<file path="src/rtl/telem_storage_n.sv">
// telem_storage_n: NCH-channel discrete telemetry storage.
// The qualified slot bit is edge-detected, passed through a retriggerable
// counter delay, and loads the target channel's staged register (dcr).
// When a channel's slot comes round, dcr is copied into ddcr.
// Every change of ddcr is reported through a small first-word-fall-through
// event FIFO. A sticky flag records any event that had to be dropped.
module telem_storage_n #(
  parameter int NCH   = 4,
  parameter int DLY   = 80,
  parameter int DEPTH = 4,
  parameter int IW    = $clog2(NCH)
) (
  input  logic           SIM_CLK,
  input  logic           SIM_RST,
  input  logic [NCH-1:0] phase,
  input  logic [NCH-1:0] dcs,
  input  logic           din,
  input  logic           zerw,
  input  logic           bon,
  output logic [NCH-1:0] dcr,
  output logic [NCH-1:0] ddcr,
  output logic           dlo,
  output logic           busy,
  output logic           ev_valid,
  output logic [IW:0]    ev_data,
  input  logic           ev_ready,
  output logic           ev_ovf,
  input  logic           clr_ovf
);

  localparam int CW = $clog2(DLY + 1);
  localparam int PW = $clog2(DEPTH);
  localparam logic [PW:0] FULL = (PW+1)'(DEPTH);

  logic [IW-1:0]  act_ch;
  logic [IW-1:0]  chan_q;
  logic [IW-1:0]  target;
  logic [IW-1:0]  chg_idx;
  logic           ddip;
  logic           ddip_q;
  logic           ddip_prev;
  logic           start;
  logic           dlo_set;
  logic [CW-1:0]  cnt;
  logic [NCH-1:0] chg;
  logic           chg_any;
  logic           chg_multi;
  logic [IW:0]    mem [DEPTH];
  logic [PW-1:0]  wr_ptr;
  logic [PW-1:0]  rd_ptr;
  logic [PW:0]    fcnt;
  logic           pop;
  logic           push_ok;
  logic           drop;

  // Active channel: lowest set phase bit, and its qualified data bit.
  always_comb begin
    act_ch = '0;
    for (int unsigned i = 0; i < NCH; i++) begin
      if (phase[NCH-1-i]) act_ch = IW'(NCH-1-i);
    end
    ddip = dcs[act_ch] ? (din & zerw) : ddcr[act_ch];
  end

  // Delay start/expiry. A restart on the terminal count suppresses the pulse.
  always_comb begin
    start   = ddip_q & ~ddip_prev & bon;
    dlo_set = bon & ~start & (cnt == CW'(1));
  end

  // Channels whose ddcr will change this edge; the lowest one is reported.
  always_comb begin
    chg       = phase & (dcr ^ ddcr);
    chg_any   = |chg;
    chg_multi = |(chg & (chg - NCH'(1)));
    chg_idx   = '0;
    for (int unsigned i = 0; i < NCH; i++) begin
      if (chg[NCH-1-i]) chg_idx = IW'(NCH-1-i);
    end
  end

  // FIFO handshake: a pop on a full FIFO frees the slot for a concurrent push.
  always_comb begin
    pop     = ev_valid & ev_ready;
    push_ok = chg_any & ((fcnt != FULL) | pop);
    drop    = chg_multi | (chg_any & ~push_ok);
  end

  assign busy     = (cnt != '0);
  assign ev_valid = (fcnt != '0);
  assign ev_data  = ev_valid ? mem[rd_ptr] : '0;

  // Edge detector, retriggerable delay counter and expiry pulse.
  always_ff @(posedge SIM_CLK or posedge SIM_RST) begin
    if (SIM_RST) begin
      ddip_q    <= 1'b0;
      ddip_prev <= 1'b0;
      chan_q    <= '0;
      target    <= '0;
      cnt       <= '0;
      dlo       <= 1'b0;
    end else begin
      ddip_prev <= ddip_q;
      if (|phase) begin
        ddip_q <= ddip;
        chan_q <= act_ch;
      end
      dlo <= dlo_set;
      if (!bon) begin
        cnt <= '0;
      end else if (start) begin
        cnt    <= CW'(DLY);
        target <= chan_q;
      end else if (cnt != '0) begin
        cnt <= cnt - CW'(1);
      end
    end
  end

  // Channel registers: slot copies dcr into ddcr and clears dcr; expiry set wins.
  always_ff @(posedge SIM_CLK or posedge SIM_RST) begin
    if (SIM_RST) begin
      dcr  <= '0;
      ddcr <= '0;
    end else begin
      for (int unsigned i = 0; i < NCH; i++) begin
        if (phase[i]) begin
          ddcr[i] <= dcr[i];
          dcr[i]  <= 1'b0;
        end
        if (dlo_set && (target == IW'(i))) dcr[i] <= 1'b1;
      end
    end
  end

  // Event FIFO pointers, occupancy and sticky overflow flag.
  always_ff @(posedge SIM_CLK or posedge SIM_RST) begin
    if (SIM_RST) begin
      wr_ptr <= '0;
      rd_ptr <= '0;
      fcnt   <= '0;
      ev_ovf <= 1'b0;
    end else begin
      if (push_ok) wr_ptr <= wr_ptr + PW'(1);
      if (pop)     rd_ptr <= rd_ptr + PW'(1);
      case ({push_ok, pop})
        2'b10:   fcnt <= fcnt + (PW+1)'(1);
        2'b01:   fcnt <= fcnt - (PW+1)'(1);
        default: fcnt <= fcnt;
      endcase
      if (drop)         ev_ovf <= 1'b1;
      else if (clr_ovf) ev_ovf <= 1'b0;
    end
  end

  // Event storage; contents are only visible through ev_data while valid.
  always_ff @(posedge SIM_CLK) begin
    if (push_ok) mem[wr_ptr] <= {chg_idx, dcr[chg_idx]};
  end

endmodule

</file>
<file path="config.mk">
export PLATFORM = sky130hd
export DESIGN_NAME = telem_storage_n
export DESIGN_NICKNAME = d
export VERILOG_FILES = /design/src/rtl/telem_storage_n.sv
export SDC_FILE = /design/constraint.sdc
export NUM_CORES = 1
export LEC_CHECK = 0
export ABC_CLOCK_PERIOD_IN_PS = 2300
export CAP_MARGIN = 20
export CORE_ASPECT_RATIO = 1.25
export CORE_MARGIN = 2
export CORE_UTILIZATION = 40
export CTS_BUF_LIST = sky130_fd_sc_hd__clkbuf_4
export CTS_CLUSTER_DIAMETER = 150
export CTS_CLUSTER_SIZE = 25
export DETAILED_ROUTE_END_ITERATION = 6
export PLACE_DENSITY = 0.73
export SKIP_CTS_REPAIR_TIMING = 1
export SLEW_MARGIN = 30
export SYNTH_ARGS = -nofsm -noshare
export SYNTH_HDL_FRONTEND = slang
export SYNTH_SLANG_ARGS = --single-unit
</file>
<file path="constraint.sdc">
create_clock -name SIM_CLK -period 2.3 [get_ports SIM_CLK]
set_clock_uncertainty 0.1 [all_clocks]
set_input_delay 0.345 -clock SIM_CLK [delete_from_list [all_inputs] [get_ports SIM_CLK]]
set_output_delay 0.345 -clock SIM_CLK [all_outputs]
set_load 0.03 [all_outputs]
</file>
==> results of run 1 <==
cell usage after synthesis, types with 2 or more instances:
master / count / share of area
a21boi_0: 3 / 0.0099
a21oi_1: 5 / 0.011
a22oi_4: 2 / 0.019
and2_1: 9 / 0.025
clkbuf_1: 4 / 0.0066
dfrtp_1: 30 / 0.33
edfxtp_1: 12 / 0.16
ha_1: 7 / 0.039
inv_1: 16 / 0.026
mux2_2: 6 / 0.030
mux2i_1: 4 / 0.018
mux4_2: 4 / 0.040
nand2_1: 13 / 0.022
nand2b_1: 5 / 0.014
nand3_1: 6 / 0.013
nand3b_1: 3 / 0.0099
nor2_1: 9 / 0.015
nor3_1: 2 / 0.0044
nor4_2: 2 / 0.011
o21ai_0: 6 / 0.013
o21ai_1: 2 / 0.0044
xnor2_1: 5 / 0.019
xor2_1: 7 / 0.027
where the power goes:
part | switching (uW) | internal, uW
sequential | 161 | 952
clock | 263 | 231
combinational | 779 | 802
total | 1200 | 1990
worst max path at each step:
stage | startpoint | endpoint | slack (ns) | depth (start not counted)
3_3_place_gp | phase[0] | fcnt[1]$_DFFE_PP0P_ | -0.08 | 8
5_1_grt | fcnt[2]$_DFFE_PP0P_ | fcnt[1]$_DFFE_PP0P_ | -0.03 | 8
2_1_floorplan | fcnt[1]$_DFFE_PP0P_ | fcnt[1]$_DFFE_PP0P_ | -0.1 | 9
3_5_place_dp | phase[0] | fcnt[1]$_DFFE_PP0P_ | -0.15 | 8
4_1_cts | rd_ptr[0]$_DFFE_PP0P_ | ev_data[2] | -0.36 | 3
6_report | fcnt[2]$_DFFE_PP0P_ | fcnt[1]$_DFFE_PP0P_ | 0.04 | 8
routing by layer:
metal	vias up	part of all wire	GRT usage
met5	-	0	0
met4	0	0.012	0.04803
met3	7	0.030	0.02762
met2	25	0.55	0.2845
met1	798	0.41	0.1805
li1	788	-	-
logic make-up after synthesis:
group / count (synthesis)
AOI/OAI and AO/OA: 29
xor gates and xnor gates: 13
adders and majority gates: 9
buffers and inverters: 22
DFF: 42
muxes: 16
and+or+nand+nor: 61
per-stage QoR:
step                hold WS [ns]  area (sq um)
finish                    0.2300          2957
CTS                       0.2449          2893
global placement          0.3557          2811
global route              0.2642          2957
floorplan                 0.2949          2295
detailed placement        0.3464          2811
worst max-delay path: cells and delay by family, from the launching register on:
| kind | cells | cell delay (ns) |
|---|---|---|
| simple gates | 5 | 0.99 |
| fa+ha+maj | 1 | 0.43 |
| flops | 1 | 0.41 |
| compound gates | 2 | 0.26 |
final cells by class:
cell class	instances	area share
Sequential cell	42	0.3775
Multi-Input combinational cell	128	0.3690
Timing Repair Buffer	59	0.1786
Tap cell	64	0.02708
Inverter	16	0.02031
Clock inverter	3	0.01481
Clock buffer	5	0.01270
placed cells by master, fill, tap and decap left out, types with 3 or more instances in the layout:
cell | Yosys | layout
clkbuf_4 | 0 | 5
buf_4 | 0 | 30
clkdlybuf4s50_1 | 0 | 24
mux2_2 | 6 | 6
xor2_1 | 7 | 6
a21oi_1 | 5 | 5
dfrtp_2 | 0 | 4
dlymetal6s2s_1 | 0 | 5
nand3b_1 | 3 | 3
a21boi_0 | 3 | 3
edfxtp_1 | 12 | 12
nor2_1 | 9 | 9
nand3_1 | 6 | 5
mux2i_1 | 4 | 4
inv_1 | 16 | 16
and2_1 | 9 | 9
mux4_2 | 4 | 4
xnor2_1 | 5 | 5
dfrtp_1 | 30 | 26
nand2b_1 | 5 | 5
nand2_1 | 13 | 13
o21ai_0 | 6 | 6
ha_1 | 7 | 7
registers in the layout (all words and copies together) (netlist names), 2 cells and up:
signal,cells
dcr,4
mem,12
cnt,7
ddcr,4
fcnt,3
target,2
chan_q,2
rd_ptr,2
wr_ptr,2
==> impl_results.md, run 1 <==
* Number of buffers created by CTS at 5
* Largest family of logic cells by synthesized area: simple AND/OR/NAND/NOR gates
* Tcrit/Tclk final at 0.9827
* Max Fclk at ~440 MHz
* Library cells used by synthesis at 53
* R2R cell count at 8
* Hold WC Path Type: in -> async
* VDD IR max at about 0.71 mV
* Final setup margin at approximately 0.04 ns
* DRT iter0 DRCs at between 50 and 60
* H-Tree Depth at 2
* Core area at 5443 sq um
* Via count at roughly 1600
* N_diodes at 0
* Site Rows at 30
* Post-route minimum period at between 2 and 2.5 ns
* Synth Flop Type: dfrtp_1
* Placed insts at ~300
* Layout cells sized above 1 at 0.2727
* Syn_nets at 215
* Pleak at 0.001343 uW
* Outcome: completed
* Type of origin of the critical path: flip-flop
* Synth-to-layout area growth at 30.34%
* Post-synth EDFFs at 12
* Drt pass-1 iters at 4
* Worst-path cell chain: or3_4, and2_4, nand3_4, fa_1, nand2b_1, a21oi_1, a41o_1, nor4_2
* Worst R2R Setup Slack at between 0.03 and 0.04 ns
* CTS tree: yes
* Overall routing resource usage at 0.1540
* Final core occ at 0.5432
* Synth Area in Compound Gates at 0.1020
* Sequential fraction of the synthesis area at 0.4898
* Pwr Density at 1078 nW/um^2
* Die Span Y at ~88 um
* First-pass GRT wire length at around 7.6 mm
* Pin count of the biggest net entering global routing at 31
* Critical path data required time at 2.49 ns
* Num Clock Sinks at 42
* CP max FO at 2
* Pwr Total at approximately 3200 uW
* I/O pin cnt at 30
* Clock root cell: clkbuf_4
* Vias per cell at between 5 and 6
* Worst-path clk slew at 0.14 ns
* Grt ovf at 0
* Slowest CP cell: fa_1
* Final std cells w/o fill at 317
* Slew HR at 0.5041
* Crit Path Class: reg -> reg
* Worst skew pair latency at 0.37 ns
* WP data arrival at 2.45 ns
* Register area at 1116 sq um
* Worst setup EP type: flip-flop
* Synth Cell Area at ~2300 sq um
* Initial Util at 0.4168
* Setup TNS at 0 ns
* Post-synthesis xor/xnor area fraction at 0.05350
* Die area at 6293 sq um
* Post-synthesis simple-gate area fraction at 0.1572
* Slew Viols, Final at 0
* Final Wtd Congestion at between 0.8 and 0.9
* Max Cap Violations at 0
* Avg Cell Area, Syn at about 12 sq um
* Max stage delay on crit path at roughly 0.43 ns
* Final Hold Viols at 0
* FFs w/ async S/R, synth at 0.7143
* Initial antenna violation count at 0
* # port buffers at 29
* Synthesis-stage register bit count at between 40 and 50
* Clk buf depth at 2
* Reg2reg end: fcnt[1]$_DFFE_PP0P_
* YS warnings at 0
* Worst-margin pin slew at between 0.7 and 0.8 ns
* Mux contribution to synthesized area at 0.1054
* NumNets Final at approximately 280
* Vias in the first global route at approximately 1600
* Place WS at -0.1494 ns
* Final HPWL DP at between 3 and 4 mm
* Setup violations, final at 0
* Synth Area in Adders at 0.05185
* Final ANT Viol Nets at 0
* Layout fillers at roughly 460
* DRC at 0
* Multi-input logic area at around 1100 sq um
* Detailed-route wire length per cell at about 14 um
* Mapped Cells at ~190
* Worst r2r src: fcnt[2]$_DFFE_PP0P_
* Die X at 71.36 um
* Total routed wirelength at between 4 and 5 mm
(Power assumes the default switching activity.)
==> run 2: changes to the inputs <==
ABC_CLOCK_PERIOD_IN_PS = 2700   (was 2300)
PLACE_DENSITY = unset   (was 0.73)
PLACE_DENSITY_LB_ADDON = 0.2   (was unset)
clock period = 2.7 ns   (was 2.3 ns; I/O delays follow)
==> run 2 against run 1 <==
Against the previous run: clock-buffer cell count is 2 higher; via count is 5.0% lower; first-iteration DRC count is 7.7% lower; critical path depth is 5 lower; setup slack better by 0.084 ns; largest cell class unchanged; non-clock buffer count is 16 lower; power is 20% lower; utilization is 2.9 points lower; largest power group unchanged; sequential power is 14% lower.
==> impl_results.md, run 2 (synthesis results as in run 1) <==
* Setup violations, final at 0 (unchanged)
* CP max FO at 5 (was 2)
* Core area at 5443 sq um (unchanged)
* Worst-path cell chain: mux4_2, and2_1, clkdlybuf4s50_1 (was or3_4, and2_4, nand3_4, fa_1, nand2b_1, a21oi_1, a41o_1, nor4_2)
* Die Span Y at 88.20 um (unchanged)
* DRC at 0 (unchanged)
* Layout cells sized above 1 at 0.1983 (was 0.2727)
* Die area at 6293 sq um (unchanged)
* # port buffers at 29 (unchanged)
* Slew Viols, Final at 0 (unchanged)
* RSZ-0062 raised after global routing: false
* Worst setup EP type: output port (was flip-flop)
* Tcrit/Tclk final at 0.9544
* Top flop regs: mem (12), cnt (7) (unchanged)
* Post-route minimum period at around 2.6 ns
* Slew HR at 0.4872 (was 0.5041)
* Most frequent cells in the layout: 29 x dfrtp_1, 29 x clkdlybuf4s50_1, 16 x inv_1 (was 30 x buf_4, 26 x dfrtp_1, 24 x clkdlybuf4s50_1)
* Num Clock Sinks at 42 (unchanged)
* Final Hold Viols at 0 (unchanged)
* Clock root cell: clkbuf_4 (unchanged)
* Grt ovf at 0 (unchanged)
* Initial antenna violation count at 0 (unchanged)
* Final HPWL DP at 3.213 mm (was 3.388 mm)
* Reg power frac at 0.374 (was 0.349)
* Vias in the first global route at 1473 (was 1644)
* Buf/Inv on CP at 1 (was 0)
* Initial Util at 0.4168 (unchanged)
* Via count at 1537 (was 1618)
* Die X at 71.36 um (unchanged)
* Worst-path clk slew at 0.12 ns (was 0.14 ns)
* VDD IR max at 0.4554 mV (was 0.7108 mV)
* Max Cap Violations at 0 (unchanged)
* Slowest CP cell: clkdlybuf4s50_1 (was fa_1)
* Overall routing resource usage at 0.1468 (was 0.1540)
* Vias per cell at 5.106 (was 5.104)
* H-Tree Depth at 2 (unchanged)
* Clk network pwr share at 0.161 (was 0.155)
* Register area at 1112 sq um (was 1116 sq um)
* N_diodes at 0 (unchanged)
* Site Rows at 30 (unchanged)
* Largest Register: mem (unchanged)
* Sw frac at 0.3706 (was 0.3772)
* Pwr Density at 915.6 nW/um^2 (was 1078 nW/um^2)
* Pin count of the biggest net entering global routing at 31 (unchanged)
* Layout fillers at 504 (was 463)
* Hold WC Path Type: in -> async (unchanged)
* Outcome: completed (unchanged)
* Total routed wirelength at 4.225 mm (was 4.470 mm)
* Max Fclk at 388.1 MHz
* Max stage delay on crit path at 0.58 ns (was 0.43 ns)
* Pleak at 0.001231 uW (was 0.001343 uW)
* Multi-input logic area at 1066 sq um (was 1091 sq um)
* Crit Path Class: reg -> out (was reg -> reg)
* Largest delay share family, worst path: buffers and inverters (was simple AND/OR/NAND/NOR gates)
* Synth-to-layout area growth at 23.28% (was 30.34%)
* Detailed-route wire length per cell at 14.04 um (was 14.10 um)
* NetSw at 949.0 uW (was 1202 uW)
* NumNets Final at 259 (was 275)
* Number of buffers created by CTS at 5 (unchanged)
* Clk buf depth at 2 (unchanged)
* Max reg flops at 12 (unchanged)
* I/O pin cnt at 30 (unchanged)
* Worst skew pair latency at 0.35 ns (was 0.37 ns)
* Final core occ at 0.5138 (was 0.5432)
* Worst-margin pin slew at 0.7584 ns (was 0.7336 ns)
* Combinational power share at 0.465 (was 0.496)
* Final ANT Viol Nets at 0 (unchanged)
* Drt pass-1 iters at 4 (unchanged)
* First-pass GRT wire length at 7.086 mm (was 7.631 mm)
* Final Wtd Congestion at 0.8562 (was 0.8489)
* Critical path data required time at 2.19 ns (was 2.49 ns)
* DRT iter0 DRCs at 48 (was 52)
* Type of origin of the critical path: flip-flop (unchanged)
* P_int at 1611 uW (was 1986 uW)
* Setup TNS at 0 ns (unchanged)
* CTS tree: yes (unchanged)
* WP data arrival at 2.07 ns (was 2.45 ns)
-- run 2: cell count changes in the layout (fill, tap and decap cells not counted), sizes merged --
cell	previous run	this run
buf	30	14
clkbuf	5	7
clkdlybuf4s50	24	29
clkinv	1	0
dlymetal6s2s	5	0
inv	17	16
-- run 2: metrics by stage --
step / hold WS, ns / power [uW] / cells / instance area [sq um] / worst slack (ns)
after floorplan: 0.2949 / 1800 / 192 / 2268 / 0.1155
after global routing: 0.3666 / 2757 / 301 / 2796 / 0.03960
final: 0.3168 / 2560 / 301 / 2796 / 0.1232
after CTS: 0.3310 / 2588 / 301 / 2795 / 0.01430
after detailed placement: 0.3485 / 2171 / 293 / 2713 / 0.2073
after global placement: 0.3452 / 2155 / 293 / 2713 / 0.2417
-- run 2: power by group through the flow --
stage                     Combinational, uW  Clock, uW  Sequential (uW)
final                                  1190        413              956
after global routing                   1320        452              981
after CTS                              1200        428              957
after detailed placement               1200          0              971
after global placement                 1190          0              968
after floorplan                         836          0              964
-- run 2: layer usage --
layer	GRT usage	wire, um	vias up
li1	-	-	757
met1	0.1808	1787	750
met2	0.2500	2242	26
met3	0.03797	137	4
met4	0.05146	58	0
met5	0	0	-
-- run 2: area by class of cell --
| type | count | area share |
|---|---|---|
| Timing Repair Buffer | 43 | 0.1414 |
| Multi-Input combinational cell | 128 | 0.3812 |
| Clock inverter | 1 | 0.01074 |
| Sequential cell | 42 | 0.3978 |
| Clock buffer | 7 | 0.01879 |
| Inverter | 16 | 0.02148 |
| Tap cell | 64 | 0.02864 |
-- run 2: final timing paths --
check | start | end | slack (ns) | cells past startpoint
max | rd_ptr[0]$_DFFE_PP0P_ | ev_data[2] | 0.12 | 3
max reg2reg | fcnt[2]$_DFFE_PP0P_ | fcnt[1]$_DFFE_PP0P_ | 0.29 | 8
max in group asynchronous | SIM_RST | rd_ptr[0]$_DFFE_PP0P_ | 1.87 | 3
min | SIM_RST | cnt[6]$_DFFE_PP0P_ | 0.32 | 3
min reg2reg | ddip_q$_DFFE_PP0P_ | ddip_prev$_DFF_PP0_ | 0.37 | 0
min in group SIM_CLK | ddip_q$_DFFE_PP0P_ | ddip_prev$_DFF_PP0_ | 0.37 | 0
-- run 2: worst register-to-register path, stage by stage (launching register included) --
cell	delay, ns
dfrtp_1	0.45
or3_1	0.39
and2_4	0.19
nand3_1	0.13
fa_1	0.47
nand2b_1	0.10
a21oi_1	0.04
a41o_1	0.21
nor4_2	0.25
==> run 3: changes to the inputs <==
CAP_MARGIN = unset   (was 20)
RECOVER_POWER = 100   (was unset)
==> run 3 against run 2 <==
Against the previous run: the flow now finishes with violations (max-capacitance violations, max-slew violations); clock-buffer cell count is the same; setup slack improved by 0.0043 ns; cell count unchanged; global-route usage is the same; highest routed layer unchanged; critical path depth did not move; largest power group unchanged; fmax grew 0.17%; sequential power is 0.4% lower; critical endpoint unchanged; non-clock buffer count unchanged; hold slack better by 0.050 ns; utilization fell by 1.2 points; register-to-register slack worse by 0.11 ns; clock power barely moved.
==> impl_results.md, run 3 (synthesis results as in run 1) <==
* Outcome: finished with violations (was completed)
* Failing checks: max-capacitance violations, max-slew violations
* Tcrit/Tclk final at 0.9528 (was 0.9544)
* Grt ovf at 0 (unchanged)
* # port buffers at 29 (unchanged)
* Final Wtd Congestion at 0.8562 (unchanged)
* Die X at 71.36 um (unchanged)
* Core area at 5443 sq um (unchanged)
* RSZ-0062 raised after global routing: false (unchanged)
* Site Rows at 30 (unchanged)
* DRC at 0 (unchanged)
* Die Span Y at 88.20 um (unchanged)
* Multi-input logic area at 1021 sq um (was 1066 sq um)
* Vias per cell at 5.103 (was 5.106)
* Die area at 6293 sq um (unchanged)
* Clock root cell: clkbuf_4 (unchanged)
* WP data arrival at 2.07 ns (about the same)
* Hold Path Sink: ddip_prev$_DFF_PP0_
* First-pass GRT wire length at 7.086 mm (unchanged)
* Layout cells sized above 1 at 0.1350 (was 0.1983)
* Sw frac at 0.3719 (was 0.3706)
* Slowest CP cell: clkdlybuf4s50_1 (unchanged)
* Number of buffers created by CTS at 5 (unchanged)
* Layout fillers at 517 (was 504)
* Setup TNS at 0 ns (unchanged)
* Worst-path cell chain: mux4_2, and2_1, clkdlybuf4s50_1 (unchanged)
* Place WS at 0.2073 ns (unchanged)
* Worst-margin pin slew at 1.650 ns (was 0.7584 ns)
* Commonest non-fill, non-tap cell in the layout: dfrtp_1
* Final HPWL DP at 3.213 mm (unchanged)
* Combinational power share at 0.452 (was 0.465)
* Initial Util at 0.4168 (unchanged)
* Worst skew pair latency at 0.35 ns (about the same)
* Critical path data required time at 2.19 ns (about the same)
* Max Cap Violations at 1 (was 0)
* I/O pin cnt at 30 (unchanged)
* Drt pass-1 iters at 4 (unchanged)
* CTS tree: yes (unchanged)
* Type of origin of the critical path: flip-flop (unchanged)
* Overall routing resource usage at 0.1468 (unchanged)
* Pin count of the biggest net entering global routing at 31 (unchanged)
* Register area at 1112 sq um (unchanged)
* N_diodes at 0 (unchanged)
* Final setup margin at 0.1275 ns (was 0.1232 ns)
* VDD IR max at 0.4182 mV (was 0.4554 mV)
* NumNets Final at 259 (unchanged)
* Worst R2R Setup Slack at 0.18 ns (was 0.29 ns)
* Pwr Density at 911.7 nW/um^2 (was 915.6 nW/um^2)
* Final ANT Viol Nets at 0 (unchanged)
* Reg power frac at 0.383 (was 0.374)
* Hold_sp: ddip_q$_DFFE_PP0P_
* Hold path depth at 0
* Max stage delay on crit path at 0.58 ns (about the same)
* Post-route minimum period at 2.572 ns (was 2.577 ns)
* Largest delay share family, worst path: buffers and inverters (unchanged)
* Pleak at 0.001232 uW (was 0.001231 uW)
* Most frequent cells in the layout: 29 x dfrtp_1, 16 x inv_1, 15 x clkdlybuf4s50_1 (was 29 x dfrtp_1, 29 x clkdlybuf4s50_1, 16 x inv_1)
* Vias in the first global route at 1473 (unchanged)
* Initial antenna violation count at 0 (unchanged)
* Max reg flops at 12 (unchanged)
* H-Tree Depth at 2 (unchanged)
* Total routed wirelength at 4.207 mm (was 4.225 mm)
* Detailed-route wire length per cell at 13.98 um (was 14.04 um)
* P_int at 1563 uW (was 1611 uW)
* R2R cell count at 8 (unchanged)
* Worst-path clk slew at 0.12 ns (about the same)
* Clk network pwr share at 0.165 (was 0.161)
* Max Fclk at 388.7 MHz (was 388.1 MHz)
* Hold WC Path Type: reg -> reg (was in -> async)
* Setup violations, final at 0 (unchanged)
* Synth-to-layout area growth at 20.30% (was 23.28%)
* Slew HR at -0.1002 (was 0.4872)
* NetSw at 925.1 uW (was 949.0 uW)
* CP max FO at 5 (unchanged)
* Top flop regs: mem (12), cnt (7) (unchanged)
* Crit Path Class: reg -> out (unchanged)
* Slew Viols, Final at 31 (was 0)
* Worst r2r src: fcnt[2]$_DFFE_PP0P_ (unchanged)
* Buf/Inv on CP at 1 (unchanged)
* Reg2reg end: fcnt[1]$_DFFE_PP0P_ (unchanged)
* Largest Register: mem (unchanged)
* Final Hold Viols at 0 (unchanged)
* Via count at 1536 (was 1537)
* Num Clock Sinks at 42 (unchanged)
* Worst setup EP type: output port (unchanged)
* DRT iter0 DRCs at 43 (was 48)
* Clk buf depth at 2 (unchanged)
==> run 3: cell count changes in the layout (fill, tap and decap cells not counted), sizes merged <==
cell / previous run / this run
buf: 14 / 8
clkdlybuf4s50: 29 / 15
clkbuf: 7 / 13
dlygate4sd3: 0 / 14
==> run 3: power by group through the flow <==
stage                     clock [uW]  combinational, uW  sequential (uW)
final                            412               1120              952
after floorplan                    0                836              964
after global routing             452               1250              977
after detailed placement           0               1200              971
after global placement             0               1190              968
after CTS                        428               1200              957
==> run 3: worst max-delay path by stage <==
stage,cells past startpoint,from,slack (ns),to
2_1_floorplan,9,fcnt[0]$_DFFE_PP0P_,0.12,fcnt[1]$_DFFE_PP0P_
3_3_place_gp,7,phase[3],0.24,ddip_q$_DFFE_PP0P_
3_5_place_dp,8,phase[0],0.21,fcnt[1]$_DFFE_PP0P_
4_1_cts,3,rd_ptr[0]$_DFFE_PP0P_,0.01,ev_data[2]
5_1_grt,3,cnt[2]$_DFFE_PP0P_,0.04,busy
6_report,3,rd_ptr[0]$_DFFE_PP0P_,0.13,ev_data[2]
==> run 3: worst register-to-register path, delay by kind of cell (launching register included) <==
family	cells	cell delay, ns
simple gates	5	1.17
fa+ha+maj	1	0.46
compound gates	2	0.24
flops	1	0.46
==> run 3: final cells by class <==
cell class / count / share of cell area
clock buffer: 7 / 0.01926
clock inverter: 1 / 0.01100
inverter: 16 / 0.02201
multi-input combinational: 128 / 0.3741
sequential: 42 / 0.4076
tap: 64 / 0.02934
timing repair buffer: 43 / 0.1366
==> run 3: through the flow <==
step | total power (uW) | cell area [sq um] | std cells | utilization | hold slack (ns)
finish | 2488 | 2729 | 301 | 0.5014 | 0.3664
global route | 2681 | 2729 | 301 | 0.5014 | 0.3905
CTS | 2588 | 2795 | 301 | 0.5136 | 0.3310
detailed placement | 2171 | 2713 | 293 | 0.4984 | 0.3485
global placement | 2155 | 2713 | 293 | 0.4984 | 0.3452
floorplan | 1800 | 2268 | 192 | - | 0.2949
==> run 3: per-layer routing <==
metal | GRT usage | part of all wire | vias up
met5 | 0 | 0 | -
met4 | 0.05146 | 0.014 | 0
met2 | 0.2500 | 0.52 | 23
li1 | - | - | 758
met1 | 0.1808 | 0.43 | 751
met3 | 0.03797 | 0.031 | 4
==> RTL change 1, RTL diff (flow settings as in run 1) <==
The parameter `DEPTH` goes from 4 to 2.
--- a/src/rtl/telem_storage_n.sv
+++ b/src/rtl/telem_storage_n.sv
@@ -9,3 +9,3 @@
   parameter int DLY   = 80,
-  parameter int DEPTH = 4,
+  parameter int DEPTH = 2,
   parameter int IW    = $clog2(NCH)
Check against the original RTL: same outputs for any inputs over 10 cycles, from zero or initial values and one cycle with SIM_RST high; that may be too few to reach the edited logic, so the function may still have changed.
==> RTL change 1 against run 1 <==
Power decreased by 33%; final cell count is 19% lower; critical endpoint is now ev_data[2]; setup slack gained 0.097 ns; routed wire length is 29% lower; critical path type is now flop to output pin; sequential cell count decreased by 9; area after synthesis fell by 24%; via count is 23% lower; sequential share of layout area grew 1.9 points; design area decreased by 27%; global-route usage is 1.0 points lower.
==> RTL change 1: results (changes against run 1) <==
Finish
  – Flip-flop and latch count: 33 (-21%)
  – Inverters: 9 (-7)
  – Multi-input logic area: 801 µm² (-27%)
  – Syn-to-layout area delta: 24.8%
  – Buffers, non-clock: 36 (-39%)
  – Final net count: 219 (-20%)
  – Non-clock buffering overhead: 16.0% (-1.9 points)
  – #MultiIn Comb: 115 (-10%)

CTS
  – Reg clk slew, reported paths: 0.11 ns (-0.03 ns)

Status
  – Status: completed

Setup path
  – FF-to-FF path depth: 7 (-1)
  – Reg2Reg Setup Slack: 0.37 ns (+0.33 ns)
  – Critical path origin: rd_ptr
  – Worst-path maximum fanout: 4 (+2)

Power
  – Leak pwr: 0.946 nW (-30%)

Global route
  – Gr usage total: 14.4% (-1.0 points)
  – Vias in the first global route: 1292 (-21%)
  – M3 GR Usage: 3.33% (+0.57 points)
  – Largest net degree at the start of global routing: 28 (-9.7%)

Detailed routing
  – Initial DRC count: 24 (-54%)
  – Routed wl met2: 1600 µm (-35%)
  – Vias per cell: 4.87 (-4.6%)

Placed design
  – Dpl cells: 249 (-18%)
  – Pre-CTS setup slack: 0.171 ns (+0.321 ns)
  – Placed Area: 0.00210 mm² (-25%)

Synth
  – Post-synthesis async set-or-reset flop share: 81.8% (+10 points)
  – Syn_area_per_cell: 10.7 µm² (-9.5%)
  – Synth area leaders: dfrtp_1 (39%), edfxtp_1 (10%), mux2_2 (4.6%), nor2_1 (4.3%), xor2_1 (3.5%)
  – Syn_nets: 181 (-16%)
  – Synth top cells by count: dfrtp_1 (27), nor2_1 (20), nand2_1 (13)
  – Number of synthesized flops with an enable pin: 6 (-6)

STA
  – Hold slack: 0.258 ns (+0.0278 ns)

Die
  – Row Count: 26 (-13%)
-- RTL change 1: cell types whose count changed after synthesis, sizes merged, moves of 3 or more --
cell	before	now
and2	11	0
nand2b	5	1
mux4	5	0
inv	16	9
edfxtp	12	6
nor2	9	20
ha	7	4
nor3	2	7
dfrtp	30	27
clkbuf	4	1
o21ai	8	3
-- RTL change 1: cell families after synthesis --
group / after synthesis / share of synthesized area [%]
AOI/OAI and AO/OA: 22 / 9.25
buffers and inverters: 14 / 4.77
DFF: 33 / 49.4
xor gates and xnor gates: 12 / 6.50
and+or+nand+nor: 63 / 18.5
muxes: 13 / 8.02
adders and majority gates: 5 / 3.54
-- RTL change 1: power by group --
part	switching, mW	leakage [nW]	internal (mW)
combinational	0.499	0.505	0.445
clock	0.198	0.0310	0.115
sequential	0.139	0.410	0.735
total	0.836	0.946	1.29
==> RTL change 2, RTL diff (settings of run 1) <==
Without the edit above. Put one more register stage on the output `ev_ovf`, with the module's reset. The value now appears one clock later. The other outputs are not delayed to match.
--- a/src/rtl/telem_storage_n.sv
+++ b/src/rtl/telem_storage_n.sv
@@ -33,2 +33,4 @@
   localparam logic [PW:0] FULL = (PW+1)'(DEPTH);
+
+  logic ev_ovf_s0;
 
@@ -141,3 +143,3 @@
       fcnt   <= '0;
-      ev_ovf <= 1'b0;
+      ev_ovf_s0 <= 1'b0;
     end else begin
@@ -150,4 +152,4 @@
       endcase
-      if (drop)         ev_ovf <= 1'b1;
-      else if (clr_ovf) ev_ovf <= 1'b0;
+      if (drop)         ev_ovf_s0 <= 1'b1;
+      else if (clr_ovf) ev_ovf_s0 <= 1'b0;
     end
@@ -160,2 +162,10 @@
 
+  always_ff @(posedge SIM_CLK or posedge SIM_RST) begin
+    if (SIM_RST) begin
+      ev_ovf <= '0;
+    end else begin
+      ev_ovf <= ev_ovf_s0;
+    end
+  end
+
 endmodule
Check against the original RTL: no difference found for any inputs over 10 cycles, from zero or initial values and one cycle with SIM_RST high; that may be too few to reach the edited logic, so the function may still have changed.
==> RTL change 2 against run 1 <==
Sequential cell count up 1; non-clock buffer count is 1 lower; setup slack lost 0.0043 ns; power decreased by 1.5%; sequential share of layout area grew 1.2 points; critical path depth unchanged; area after synthesis about the same; design area shrank 0.80%; routed wire length increased by 0.72%; synthesized cell count increased by 2.1%; critical endpoint unchanged.
==> RTL change 2: results (changes against run 1) <==
Status
  – Status: completed

Global route
  – Vias in the first global route: 1746 (+6.2%)
  – Largest net degree at the start of global routing: 16 (-48%)
  – Gr usage total: 16.0% (+0.59 points)
  – First-pass GRT wire length: 7840 µm (+2.7%)
  – Initial antenna violation count: 0 (unchanged)

Finish
  – Layout clock area frac: 1.79% (-0.96 points)
  – Multi-input logic area: 0.00107 mm² (-1.8%)
  – Non-clock buffering overhead: 17.7% (-0.11 points)
  – Layout cells sized above 1: 26.9% (-0.40 points)
  – Buffers, non-clock: 58 (-1.7%)
  – #MultiIn Comb: 126 (-1.6%)
  – Fillcell total: 465 (+0.43%)
  – Final Cell Area: 0.00293 mm² (-0.80%)
  – Clkbuf count: 6 (+1)
  – Inverters: 18 (+2)
  – Sequential share of cell area: 38.9% (+1.2 points)

Synth
  – Synth top cells by count: dfrtp_1 (31), inv_1 (16), edfxtp_1 (12), nand2_1 (12), and2_1 (11)
  – Synth Area in Compound Gates: 9.93% (-0.27 points)
  – Xor-xnor portion of the synthesized cell area: 5.41% (+0.058 points)
  – Post-synthesis async set-or-reset flop share: 72.1% (+0.66 points)
  – Sequential share of the synthesized area: 50.1% (+1.1 points)
  – Syn_area_per_cell: 11.6 µm² (-2.1%)
  – Portion of netlist area occupied by mux cells: 10.4% (-0.16 points)
  – Syn_nets: 219 (+1.9%)
  – Ys Warns: 0 (unchanged)
  – Netlist cell types: 49 (-7.5%)
  – Synth area leaders: dfrtp_1 (34%), edfxtp_1 (16%), mux4_2 (5.0%), ha_1 (3.9%), xnor2_1 (3.1%)
  – Post-Synth Adder-Cell Area: 5.19% (about the same)

Setup path
  – Crit path max-delay family: compound AO/OA/AOI/OAI gates
  – CP peak stage delay: 0.47 ns (+0.04 ns)
  – Worst-path maximum fanout: 3 (+1)
  – Critical path origin: dcr[0]
  – WP data arrival: 2.42 ns (-0.03 ns)

Power
  – P_comb: 1.65 mW (+4%)
  – Net switching power: 1.20 mW (about the same)
  – Leak pwr: 1.35 nW (+0.34%)
  – Worst IR Drop VDD: 0.000839 V (+18%)
  – Clock group: 0.358 mW (-28%)
  – Clock share of power: 11.4% (-4.1 points)

CTS
  – Clock Sinks: 43 (+2.4%)
  – Clk_lat worst skew: 0.35 ns (-0.02 ns)

Placed design
  – Pre-CTS setup slack: -0.127 ns (+0.0224 ns)
  – GP Congestion: 0.867 (+2.1%)
  – Placed Area: 0.00282 mm² (+0.13%)
  – Post-DP HPWL: 3470 µm (+2.4%)
  – Dpl cells: 307 (+0.99%)

Detailed routing
  – Initial DRC count: 56 (+7.7%)
  – Via Count: 1598 (-1.2%)
  – Drt wl/cell: 14.2 µm (+0.72%)
  – Vias per cell: 5.04 (-1.2%)

STA
  – Final TNS setup: 0 ns (unchanged)
  – Minimum clock period: 2.26 ns (+0.00426 ns)
  – Worst slew pin tran: 0.473 ns (-0.260 ns)
  – Hold slack: 0.189 ns (-0.0406 ns)

Hold path
  – Min-delay worst type: primary input to async pin
-- RTL change 2: cell types whose count changed after synthesis, sizes merged, moves of 2 or more --
cell   before  now
buf         2    4
xnor2       5    8
xor2        8    6
inv        16   18
nand3       6    4
-- RTL change 2: worst reg2reg max path: cells and delay by family, from the launching register on --
family | cells | cell delay [ns]
adder cells (fa/ha/maj) | 1 | 0.47
AO/OA/AOI/OAI | 3 | 0.50
flip-flops | 1 | 0.44
XOR/XNOR | 1 | 0.21
AND/OR/NAND/NOR | 3 | 0.44
-- RTL change 2: cells by family after synthesis --
kind of cell    Yosys count
compound gates           28
xor+xnor                 14
fa+ha+maj                 9
buf+inv                  27
flops                    43
mux                      16
simple gates             59
-- RTL change 2: layer usage --
layer / vias to the layer above / wire length [µm] / global-route usage [%]
li1: 783 / - / -
met1: 758 / 1750 / 17.9
met2: 47 / 2430 / 28.9
met3: 10 / 209 / 3.45
met4: 0 / 113 / 7.38
met5: - / 0 / 0
